[config.mk]
export PLATFORM = sky130hd
export DESIGN_NAME = rpn_eval
export DESIGN_NICKNAME = d
export VERILOG_FILES = /design/src/rtl/rpn_eval.sv
export SDC_FILE = /design/constraint.sdc
export NUM_CORES = 1
export LEC_CHECK = 0
export ABC_AREA = 1
export CAP_MARGIN = 10
export CORE_MARGIN = 1
export CORE_UTILIZATION = 23
export CTS_BUF_LIST = sky130_fd_sc_hd__clkbuf_4 sky130_fd_sc_hd__clkbuf_8
export DETAILED_ROUTE_END_ITERATION = 10
export HOLD_SLACK_MARGIN = 0.03
export SLEW_MARGIN = 25
export SYNTH_ARGS = -nofsm -noshare
export SYNTH_HDL_FRONTEND = slang
export SYNTH_SLANG_ARGS = --single-unit
[constraint.sdc]
create_clock -name CLK -period 13.3 [get_ports CLK]
set_input_delay 1.995 -clock CLK [delete_from_list [all_inputs] [get_ports CLK]]
set_output_delay 1.995 -clock CLK [all_outputs]
set_load 0.01 [all_outputs]
[src/rtl/rpn_eval.sv]
// rpn_eval: evaluates an RPN character stream ('0'-'9', '+', '-', '*', '=') on a WIDTH-bit signed stack.
// Define RPN_EVAL_DIV_EN to add '/' through a WIDTH-cycle restoring divider (DIV state).
module rpn_eval #(
  parameter int WIDTH = 16,
  parameter int DEPTH = 8
) (
  input  logic             CLK,
  input  logic             RST,
  input  logic             IN_STB,
  input  logic [7:0]       IN_CHAR,
  output logic             IN_ACK,
  output logic             RES_STB,
  output logic [WIDTH-1:0] RES_VAL,
  output logic             RES_ERR,
  output logic [2:0]       RES_CODE,
  input  logic             RES_ACK,
  output logic             BUSY
);
  localparam int AW = (DEPTH > 1) ? $clog2(DEPTH) : 1;
  localparam int DW = $clog2(DEPTH + 1);
  localparam logic [2:0] CODE_UNDER   = 3'd1;
  localparam logic [2:0] CODE_OVER    = 3'd2;
  localparam logic [2:0] CODE_ILLEGAL = 3'd4;
  localparam logic [2:0] CODE_UNBAL   = 3'd5;

`ifdef RPN_EVAL_DIV_EN
  typedef enum logic [1:0] {IDLE, EXEC, DIV, DONE} state_t;
  localparam logic [2:0] CODE_DIV0 = 3'd3;
  localparam int CW = $clog2(WIDTH);
`else
  typedef enum logic [1:0] {IDLE, EXEC, DONE} state_t;
`endif

  state_t           state_reg, state_next;
  logic [DW-1:0]    depth_reg, depth_next;
  logic             err_reg, err_next;
  logic [2:0]       code_reg, code_next;
  logic [7:0]       char_reg, char_next;
  logic             ack_reg, ack_next;
  logic             res_stb_reg, res_stb_next;
  logic [WIDTH-1:0] res_val_reg, res_val_next;

  logic [WIDTH-1:0] stack_mem [DEPTH];
  logic             wr_en;
  logic [AW-1:0]    wr_addr;
  logic [WIDTH-1:0] wr_data;
  logic [AW-1:0]    idx_a, idx_b, idx_push;
  logic [WIDTH-1:0] top_a, top_b, arith_res;
  logic             is_digit, is_arith;

  assign idx_b    = AW'(depth_reg - DW'(1));
  assign idx_a    = AW'(depth_reg - DW'(2));
  assign idx_push = AW'(depth_reg);
  assign top_b    = stack_mem[idx_b];
  assign top_a    = stack_mem[idx_a];
  assign is_digit = (char_reg >= 8'h30) && (char_reg <= 8'h39);
  assign is_arith = (char_reg == 8'h2B) || (char_reg == 8'h2D) || (char_reg == 8'h2A);

  always_comb begin
    case (char_reg)
      8'h2B:   arith_res = top_a + top_b;
      8'h2D:   arith_res = top_a - top_b;
      default: arith_res = top_a * top_b;
    endcase
  end

`ifdef RPN_EVAL_DIV_EN
  logic [CW-1:0]    div_cnt_reg, div_cnt_next;
  logic [WIDTH-1:0] div_quo_reg, div_quo_next;
  logic [WIDTH-1:0] div_den_reg, div_den_next;
  logic [WIDTH-1:0] div_rem_reg, div_rem_next;
  logic             div_neg_reg, div_neg_next;
  logic [WIDTH:0]   rem_shift;
  logic [WIDTH-1:0] rem_step, quo_shift, quo_signed;

  // One restoring step on magnitudes; the sign is applied only to the final quotient.
  always_comb begin
    rem_shift = {div_rem_reg, div_quo_reg[WIDTH-1]};
    quo_shift = {div_quo_reg[WIDTH-2:0], 1'b0};
    rem_step  = rem_shift[WIDTH-1:0];
    if (rem_shift >= {1'b0, div_den_reg}) begin
      rem_step     = WIDTH'(rem_shift - {1'b0, div_den_reg});
      quo_shift[0] = 1'b1;
    end
    quo_signed = div_neg_reg ? -quo_shift : quo_shift;
  end

  always_ff @(posedge CLK or negedge RST) begin
    if (!RST) begin
      div_cnt_reg <= '0;
      div_quo_reg <= '0;
      div_den_reg <= '0;
      div_rem_reg <= '0;
      div_neg_reg <= 1'b0;
    end else begin
      div_cnt_reg <= div_cnt_next;
      div_quo_reg <= div_quo_next;
      div_den_reg <= div_den_next;
      div_rem_reg <= div_rem_next;
      div_neg_reg <= div_neg_next;
    end
  end
`endif

  always_comb begin
    state_next   = state_reg;
    depth_next   = depth_reg;
    err_next     = err_reg;
    code_next    = code_reg;
    char_next    = char_reg;
    ack_next     = 1'b0;
    res_stb_next = res_stb_reg;
    res_val_next = res_val_reg;
    wr_en        = 1'b0;
    wr_addr      = idx_push;
    wr_data      = '0;
`ifdef RPN_EVAL_DIV_EN
    div_cnt_next = div_cnt_reg;
    div_quo_next = div_quo_reg;
    div_den_next = div_den_reg;
    div_rem_next = div_rem_reg;
    div_neg_next = div_neg_reg;
`endif
    case (state_reg)
      IDLE: begin
        if (IN_STB && !ack_reg) begin
          ack_next = 1'b1;
          if (IN_CHAR == 8'h3D) begin
            state_next   = DONE;
            res_stb_next = 1'b1;
            res_val_next = '0;
            if (!err_reg) begin
              if (depth_reg == DW'(1)) begin
                res_val_next = top_b;
              end else begin
                err_next  = 1'b1;
                code_next = CODE_UNBAL;
              end
            end
          end else begin
            char_next  = IN_CHAR;
            state_next = EXEC;
          end
        end
      end
      EXEC: begin
        state_next = IDLE;
        // After the first error every character is only acked and dropped.
        if (!err_reg) begin
          if (is_digit) begin
            if (depth_reg == DW'(DEPTH)) begin
              err_next  = 1'b1;
              code_next = CODE_OVER;
            end else begin
              wr_en      = 1'b1;
              wr_data    = WIDTH'(char_reg[3:0]);
              depth_next = depth_reg + DW'(1);
            end
          end else if (is_arith) begin
            if (depth_reg < DW'(2)) begin
              err_next  = 1'b1;
              code_next = CODE_UNDER;
            end else begin
              wr_en      = 1'b1;
              wr_addr    = idx_a;
              wr_data    = arith_res;
              depth_next = depth_reg - DW'(1);
            end
          end
`ifdef RPN_EVAL_DIV_EN
          else if (char_reg == 8'h2F) begin
            if (depth_reg < DW'(2)) begin
              err_next  = 1'b1;
              code_next = CODE_UNDER;
            end else if (top_b == '0) begin
              err_next  = 1'b1;
              code_next = CODE_DIV0;
            end else begin
              state_next   = DIV;
              div_cnt_next = '0;
              div_quo_next = top_a[WIDTH-1] ? -top_a : top_a;
              div_den_next = top_b[WIDTH-1] ? -top_b : top_b;
              div_rem_next = '0;
              div_neg_next = top_a[WIDTH-1] ^ top_b[WIDTH-1];
            end
          end
`endif
          else begin
            err_next  = 1'b1;
            code_next = CODE_ILLEGAL;
          end
        end
      end
`ifdef RPN_EVAL_DIV_EN
      DIV: begin
        div_cnt_next = div_cnt_reg + CW'(1);
        div_quo_next = quo_shift;
        div_rem_next = rem_step;
        if (div_cnt_reg == CW'(WIDTH - 1)) begin
          wr_en      = 1'b1;
          wr_addr    = idx_a;
          wr_data    = quo_signed;
          depth_next = depth_reg - DW'(1);
          state_next = IDLE;
        end
      end
`endif
      DONE: begin
        if (RES_ACK) begin
          state_next   = IDLE;
          res_stb_next = 1'b0;
          res_val_next = '0;
          depth_next   = '0;
          err_next     = 1'b0;
          code_next    = '0;
        end
      end
      default: state_next = IDLE;
    endcase
  end

  always_ff @(posedge CLK or negedge RST) begin
    if (!RST) begin
      state_reg   <= IDLE;
      depth_reg   <= '0;
      err_reg     <= 1'b0;
      code_reg    <= '0;
      char_reg    <= '0;
      ack_reg     <= 1'b0;
      res_stb_reg <= 1'b0;
      res_val_reg <= '0;
    end else begin
      state_reg   <= state_next;
      depth_reg   <= depth_next;
      err_reg     <= err_next;
      code_reg    <= code_next;
      char_reg    <= char_next;
      ack_reg     <= ack_next;
      res_stb_reg <= res_stb_next;
      res_val_reg <= res_val_next;
    end
  end

  // Stack contents need no reset: depth alone decides which entries are live.
  always_ff @(posedge CLK) begin
    if (wr_en) stack_mem[wr_addr] <= wr_data;
  end

  assign IN_ACK   = ack_reg;
  assign RES_STB  = res_stb_reg;
  assign RES_VAL  = res_val_reg;
  assign RES_ERR  = res_stb_reg & err_reg;
  assign RES_CODE = res_stb_reg ? code_reg : 3'd0;
  assign BUSY     = (state_reg != IDLE);

endmodule
==> out/qor.txt, run 1 <==
Status -> finished, final reports clean
Required time worst endpoint -> 13.47 ns
Vias per cell -> 4.48
Mapped Avg Cell Area -> 7.67 um^2
DRC -> 0
Post-synth EDFFs -> 128
Initial Util -> 23.4%
Root Driver -> clkbuf_8
MaxCap Viol Count -> 0
CTS tree -> yes
Vert. Die Dim -> 250 um
NumNets Final -> 2014
Crit end category -> flip-flop
I/O pins -> 35
Vias in the first global route -> 11361
1st-iter DRT viols -> 1059
Most used DFF post-synth -> edfxtp_1
Share of the synthesized area in the top cell type -> 27.2%
H-tree depth -> 4
Fin util -> 25.8%
Net Count, Synth -> 2009
Clk buf depth -> 2
Post-synthesis cell count -> 1844
Post-cts sizing count -> 0
RePlAce Congestion -> 0.935
Skew-Pair Late Insertion Delay -> 0.50 ns
Area grow syn2layout -> 10.4%
Worst hold margin -> 0.494 ns
Layout cells sized above 1 -> 6.28%
Family with the most delay on the worst path -> adder cells
Die area -> 62500 um^2
First-pass GRT wire length -> 64400 um
TritonRoute pass-1 iters -> 5
Critical path class -> reg2reg
Fin crit period -> 8.76 ns
# clock sinks -> 164
Post-DP HPWL -> 30300 um
Via count -> 11856
Buffers on Ports -> 34
Distinct cells, synth -> 51
Actual slew at the worst max-slew pin -> 1.08 ns
Fin. max-slew vios -> 0
Sequential area share after synthesis -> 33.5%
Synth warn -> 0
Final wirelength -> 41500 um
Fillers -> 6643
GRT Util Overall -> 13.4%
CP bufs+invs -> 6
Worst Path Max Fanout -> 63
Final Hold Viols -> 0
Top area cells in the synthesized netlist -> edfxtp_1 (27%), nand2_1 (15%), fa_1 (11%), inv_1 (8.2%), dfrtp_1 (6.4%)
Most frequent cell after synthesis -> nand2_1
Setup bufs post-CTS -> 0
Largest area contributor in the netlist -> edfxtp_1
Die width -> 250 um
Area of the mapped netlist -> 14100 um^2
Final Skew -> 0.0279 ns
Clk pin slew, worst setup/hold paths -> 0.10 ns
Crit path largest cell delay -> 0.84 ns
Register area -> 4750 um^2
Avg WL per Cell -> 15.7 um
Post-synth ARST share -> 22.0%
Core area -> 60600 um^2
CTS Buf Count -> 17
GRT overflow -> 0
Post-route insts no fill -> 2645
Final setup fails -> 0
Rows -> 90
Largest net degree at the start of global routing -> 95
Slew HR -> 27.6%
Max reg flops -> 128
Arrival @ worst endpoint -> 8.93 ns
Type of the worst min-delay path -> reg2reg
Startpoint types -> flip-flop
Final period utilization -> 65.9%
Synth cell count leaders -> nand2_1 (555), inv_1 (309), nor2_1 (146), edfxtp_1 (128), nand3_1 (124)
Flops & latches, synth -> 164
Crit path max-delay cell type -> dfrtp_4
Post-route ant nets -> 0
Initial antenna violation count -> 1
RSZ-0062 raised after global routing -> false
Most Frequent Cell on Critical Path -> fa_1
Hold Buf Count CTS -> 0
Footprint of the multi-input gates -> 7780 um^2
Post-placement cell count -> 2612
Fmax -> 0.114 GHz
Setup TNS -> 0 ns
## metrics by stage
step / setup slack (ns) / cell area [um^2]
after floorplan: 6.23 / 14100
after global placement: 4.63 / 15200
after detailed placement: 4.64 / 15200
after CTS: 4.58 / 15600
after global routing: 3.94 / 15600
final: 4.54 / 15600
## worst register-to-register path: cells and delay by family (launching register included)
| kind | cells | cell delay (ns) |
|---|---|---|
| adder cells (fa/ha/maj) | 8 | 3.31 |
| AO/OA/AOI/OAI | 9 | 2.04 |
| AND/OR/NAND/NOR | 5 | 0.75 |
| flip-flops | 1 | 0.84 |
| buffers and inverters | 6 | 1.32 |
| XOR/XNOR | 1 | 0.19 |
## routing by layer
| metal | vias up | part of all wire [%] | GRT usage, % |
|---|---|---|---|
| met5 | - | 0 | 0 |
| met4 | 0 | 2.8 | 5.43 |
| met3 | 59 | 5.7 | 1.41 |
| met2 | 377 | 47 | 22.4 |
| met1 | 5610 | 44 | 17.6 |
| li1 | 5810 | - | - |
## cell usage in the layout, fill, tap and decap left out, drive strengths merged, types with 3 or more instances in the layout
| master | n |
|---|---|
| xor2 | 24 |
| o31ai | 7 |
| dfrtp | 36 |
| a211oi | 3 |
| clkbuf | 17 |
| o211ai | 18 |
| nand2 | 576 |
| clkinv | 6 |
| o21bai | 5 |
| edfxtp | 128 |
| nor2 | 149 |
| nand4 | 6 |
| nor4 | 3 |
| nand3b | 5 |
| buf | 21 |
| ha | 72 |
| o21ai | 115 |
| o22ai | 3 |
| clkdlybuf4s50 | 33 |
| fa | 81 |
| a21oi | 69 |
| xnor2 | 8 |
| inv | 329 |
| nor3 | 9 |
| nand3 | 126 |
## cell families (layout without fill, tap and decap cells)
family,after synthesis,in the layout,share of synthesized area [%]
buffers and inverters,390,408,11.7
other,0,1,0
XOR/XNOR,32,32,2.03
AND/OR/NAND/NOR,877,877,25.7
flip-flops,164,164,33.5
adder cells (fa/ha/maj),153,153,17.8
AO/OA/AOI/OAI,228,228,9.22
## area by class of cell
type	count	share of cell area, %
multi-input combinational	1290	49.8
clock buffer	17	1.50
inverter	322	7.75
sequential	164	30.4
tap	782	6.26
clock inverter	15	1.16
antenna	1	0.0160
timing repair buffer	54	3.11
## worst paths after layout
kind	depth (start not counted)	startpoint	end	slack, ns
setup / recovery	29	depth_reg[0]$_DFFE_PN0P_	stack_mem[3][14]$_DFFE_PP_	4.54
hold / removal	2	char_reg[5]$_DFFE_PN0P_	char_reg[5]$_DFFE_PN0P_	0.49
setup reg to reg	29	depth_reg[0]$_DFFE_PN0P_	stack_mem[3][14]$_DFFE_PP_	4.54
hold reg to reg	2	char_reg[5]$_DFFE_PN0P_	char_reg[5]$_DFFE_PN0P_	0.49
max in group asynchronous	1	RST	depth_reg[0]$_DFFE_PN0P_	11.09
min in group asynchronous	1	RST	RES_VAL[8]$_DFFE_PN0P_	1.57
Power of run 1 is not shown: default switching activity piles up to over one toggle a cycle in this logic, so the estimate is an artifact.
==> inputs of run 2 (changes only) <==
==> constraint.sdc (replaced) <==
create_clock -name CLK -period 7.3 [get_ports CLK]
set_input_delay 1.095 -clock CLK [delete_from_list [all_inputs] [get_ports CLK]]
set_output_delay 1.095 -clock CLK [all_outputs]
set_load 0.01 [all_outputs]
==> run 2 against run 1 <==
  * Register-to-register slack worse by 4.2 ns
  * Flip-flop and latch count is the same
  * First-iteration DRC count down 14%
  * Critical path type unchanged
==> out/qor.txt, run 2 (same netlist as run 1, synthesis figures left out) <==
Type of the worst min-delay path -> reg2reg
Fin crit period -> 6.96 ns
TritonRoute pass-1 iters -> 7
Die area -> 62500 um^2
Layout cells sized above 1 -> 8.96%
Actual slew at the worst max-slew pin -> 0.942 ns
Setup bufs post-CTS -> 0
# clock sinks -> 164
Status -> finished, final reports clean
Final setup fails -> 0
Avg WL per Cell -> 15.4 um
Critical path class -> reg2reg
Core area -> 60600 um^2
Post-DP HPWL -> 31200 um
Fmax -> 0.144 GHz
Fin. max-slew vios -> 0
Final wirelength -> 41500 um
First-pass GRT wire length -> 64900 um
CTS Buf Count -> 17
R2r startpoint -> depth_reg[0]$_DFFE_PN0P_
Vert. Die Dim -> 250 um
Clk pin slew, worst setup/hold paths -> 0.09 ns
H-tree depth -> 4
Initial antenna violation count -> 1
HP Start -> char_reg[5]$_DFFE_PN0P_
Slew HR -> 37.0%
Commonest non-fill, non-tap cell in the layout -> nand2_1
DRC -> 0
Setup WS post-layout -> 0.341 ns
Die width -> 250 um
GRT overflow -> 0
MaxCap Viol Count -> 0
CTS tree -> yes
RePlAce Congestion -> 0.936
Largest net degree at the start of global routing -> 109
Area grow syn2layout -> 13.9%
Skew-Pair Late Insertion Delay -> 0.48 ns
Max reg flops -> 128
Setup TNS -> 0 ns
GRT Util Overall -> 13.4%
Leading cell types in the layout, fill and taps excluded -> nand2_1 (554), inv_1 (307), nor2_1 (138), edfxtp_1 (128), nand3_1 (124)
NumNets Final -> 2061
Crit end category -> flip-flop
Via count -> 12039
I/O pins -> 35
Clk buf depth -> 2
Final Skew -> 0.0191 ns
Startpoint types -> flip-flop
RSZ-0062 raised after global routing -> false
DP Worst Slack -> 0.107 ns
Required time worst endpoint -> 7.47 ns
1st-iter DRT viols -> 909
Arrival @ worst endpoint -> 7.13 ns
Vias in the first global route -> 11696
Final period utilization -> 95.3%
Final Hold Viols -> 0
Root Driver -> clkbuf_8
Vias per cell -> 4.47
Post-route ant nets -> 0
CP Launch Point -> depth_reg[0]$_DFFE_PN0P_
Fillers -> 6616
Worst Path Max Fanout -> 108
Initial Util -> 23.4%
Rows -> 90
Buffers on Ports -> 34
[run 2: worst max-delay path, cell delays in order, from the launching register on]
cell	delay, ns
dfrtp_4	0.54
inv_4	0.10
buf_16	0.33
o211ai_1	0.13
nand2_1	0.11
inv_2	0.04
o21ai_4	0.36
inv_1	0.28
nor2_1	0.20
fa_1	0.46
fa_1	0.47
ha_1	0.23
fa_1	0.47
fa_1	0.55
inv_1	0.05
fa_1	0.48
inv_1	0.04
ha_1	0.32
a21oi_1	0.15
o21ai_0	0.09
a21oi_1	0.17
nor2_1	0.07
o21ai_0	0.14
nand2_1	0.10
o21ai_0	0.50
a21oi_2	0.22
[run 2: what timing repair did]
item,in CTS,in global routing
setup endpoints to repair,0,32
hold buffers,0,0
resized for setup,0,21
endpoints found under the hold margin,0,0
[run 2: path summary, 6_finish.rpt]
path | cells after the start | to | slack (ns)
max in group asynchronous | 1 | depth_reg[0]$_DFFE_PN0P_ | 5.95
worst min-delay path | 2 | char_reg[5]$_DFFE_PN0P_ | 0.49
worst max-delay path | 25 | stack_mem[7][12]$_DFFE_PP_ | 0.34
worst min register to register | 2 | char_reg[5]$_DFFE_PN0P_ | 0.49
worst max register to register | 25 | stack_mem[7][12]$_DFFE_PP_ | 0.34
min in group asynchronous | 1 | RES_VAL[8]$_DFFE_PN0P_ | 0.71
[run 2: routing by layer]
metal | global-route usage, % | share of wire, %
met5 | 0 | 0
met4 | 5.73 | 3.6
met3 | 2.40 | 5.2
met2 | 22.3 | 46
met1 | 17.0 | 45
[run 2: stage by stage]
| stage | cell area, um^2 | hold WS [ns] | instances | util, % |
|---|---|---|---|---|
| after CTS | 16000 | 0.496 | 2689 | 26.4 |
| after floorplan | 14100 | 0.452 | 1844 | - |
| after global placement | 15600 | 0.469 | 2658 | 25.8 |
| after detailed placement | 15600 | 0.474 | 2658 | 25.8 |
| final | 16100 | 0.492 | 2691 | 26.6 |
| after global routing | 16100 | 0.514 | 2691 | 26.6 |
[run 2: final cells by class]
class	instances	area, um^2	area share [%]
Clock inverter	14	165	1.02
Tap cell	782	978	6.07
Antenna cell	1	2.50	0.0155
Multi-Input combinational cell	1290	7820	48.5
Timing Repair Buffer	101	952	5.91
Inverter	322	1220	7.55
Sequential cell	164	4750	29.5
Clock buffer	17	234	1.45
Power of run 2 is left out for the same reason.
==> inputs of run 3 (changes only) <==
--- a/config.mk
+++ b/config.mk
@@ -7,7 +7,6 @@
 export LEC_CHECK = 0
 export ABC_AREA = 1
 export CAP_MARGIN = 10
-export CORE_MARGIN = 1
 export CORE_UTILIZATION = 23
 export CTS_BUF_LIST = sky130_fd_sc_hd__clkbuf_4 sky130_fd_sc_hd__clkbuf_8
 export DETAILED_ROUTE_END_ITERATION = 10
==> results of run 3 <==
The final DEF is identical to that of run 2; final timing and power are the same.
Power of run 3 is left out for the same reason.
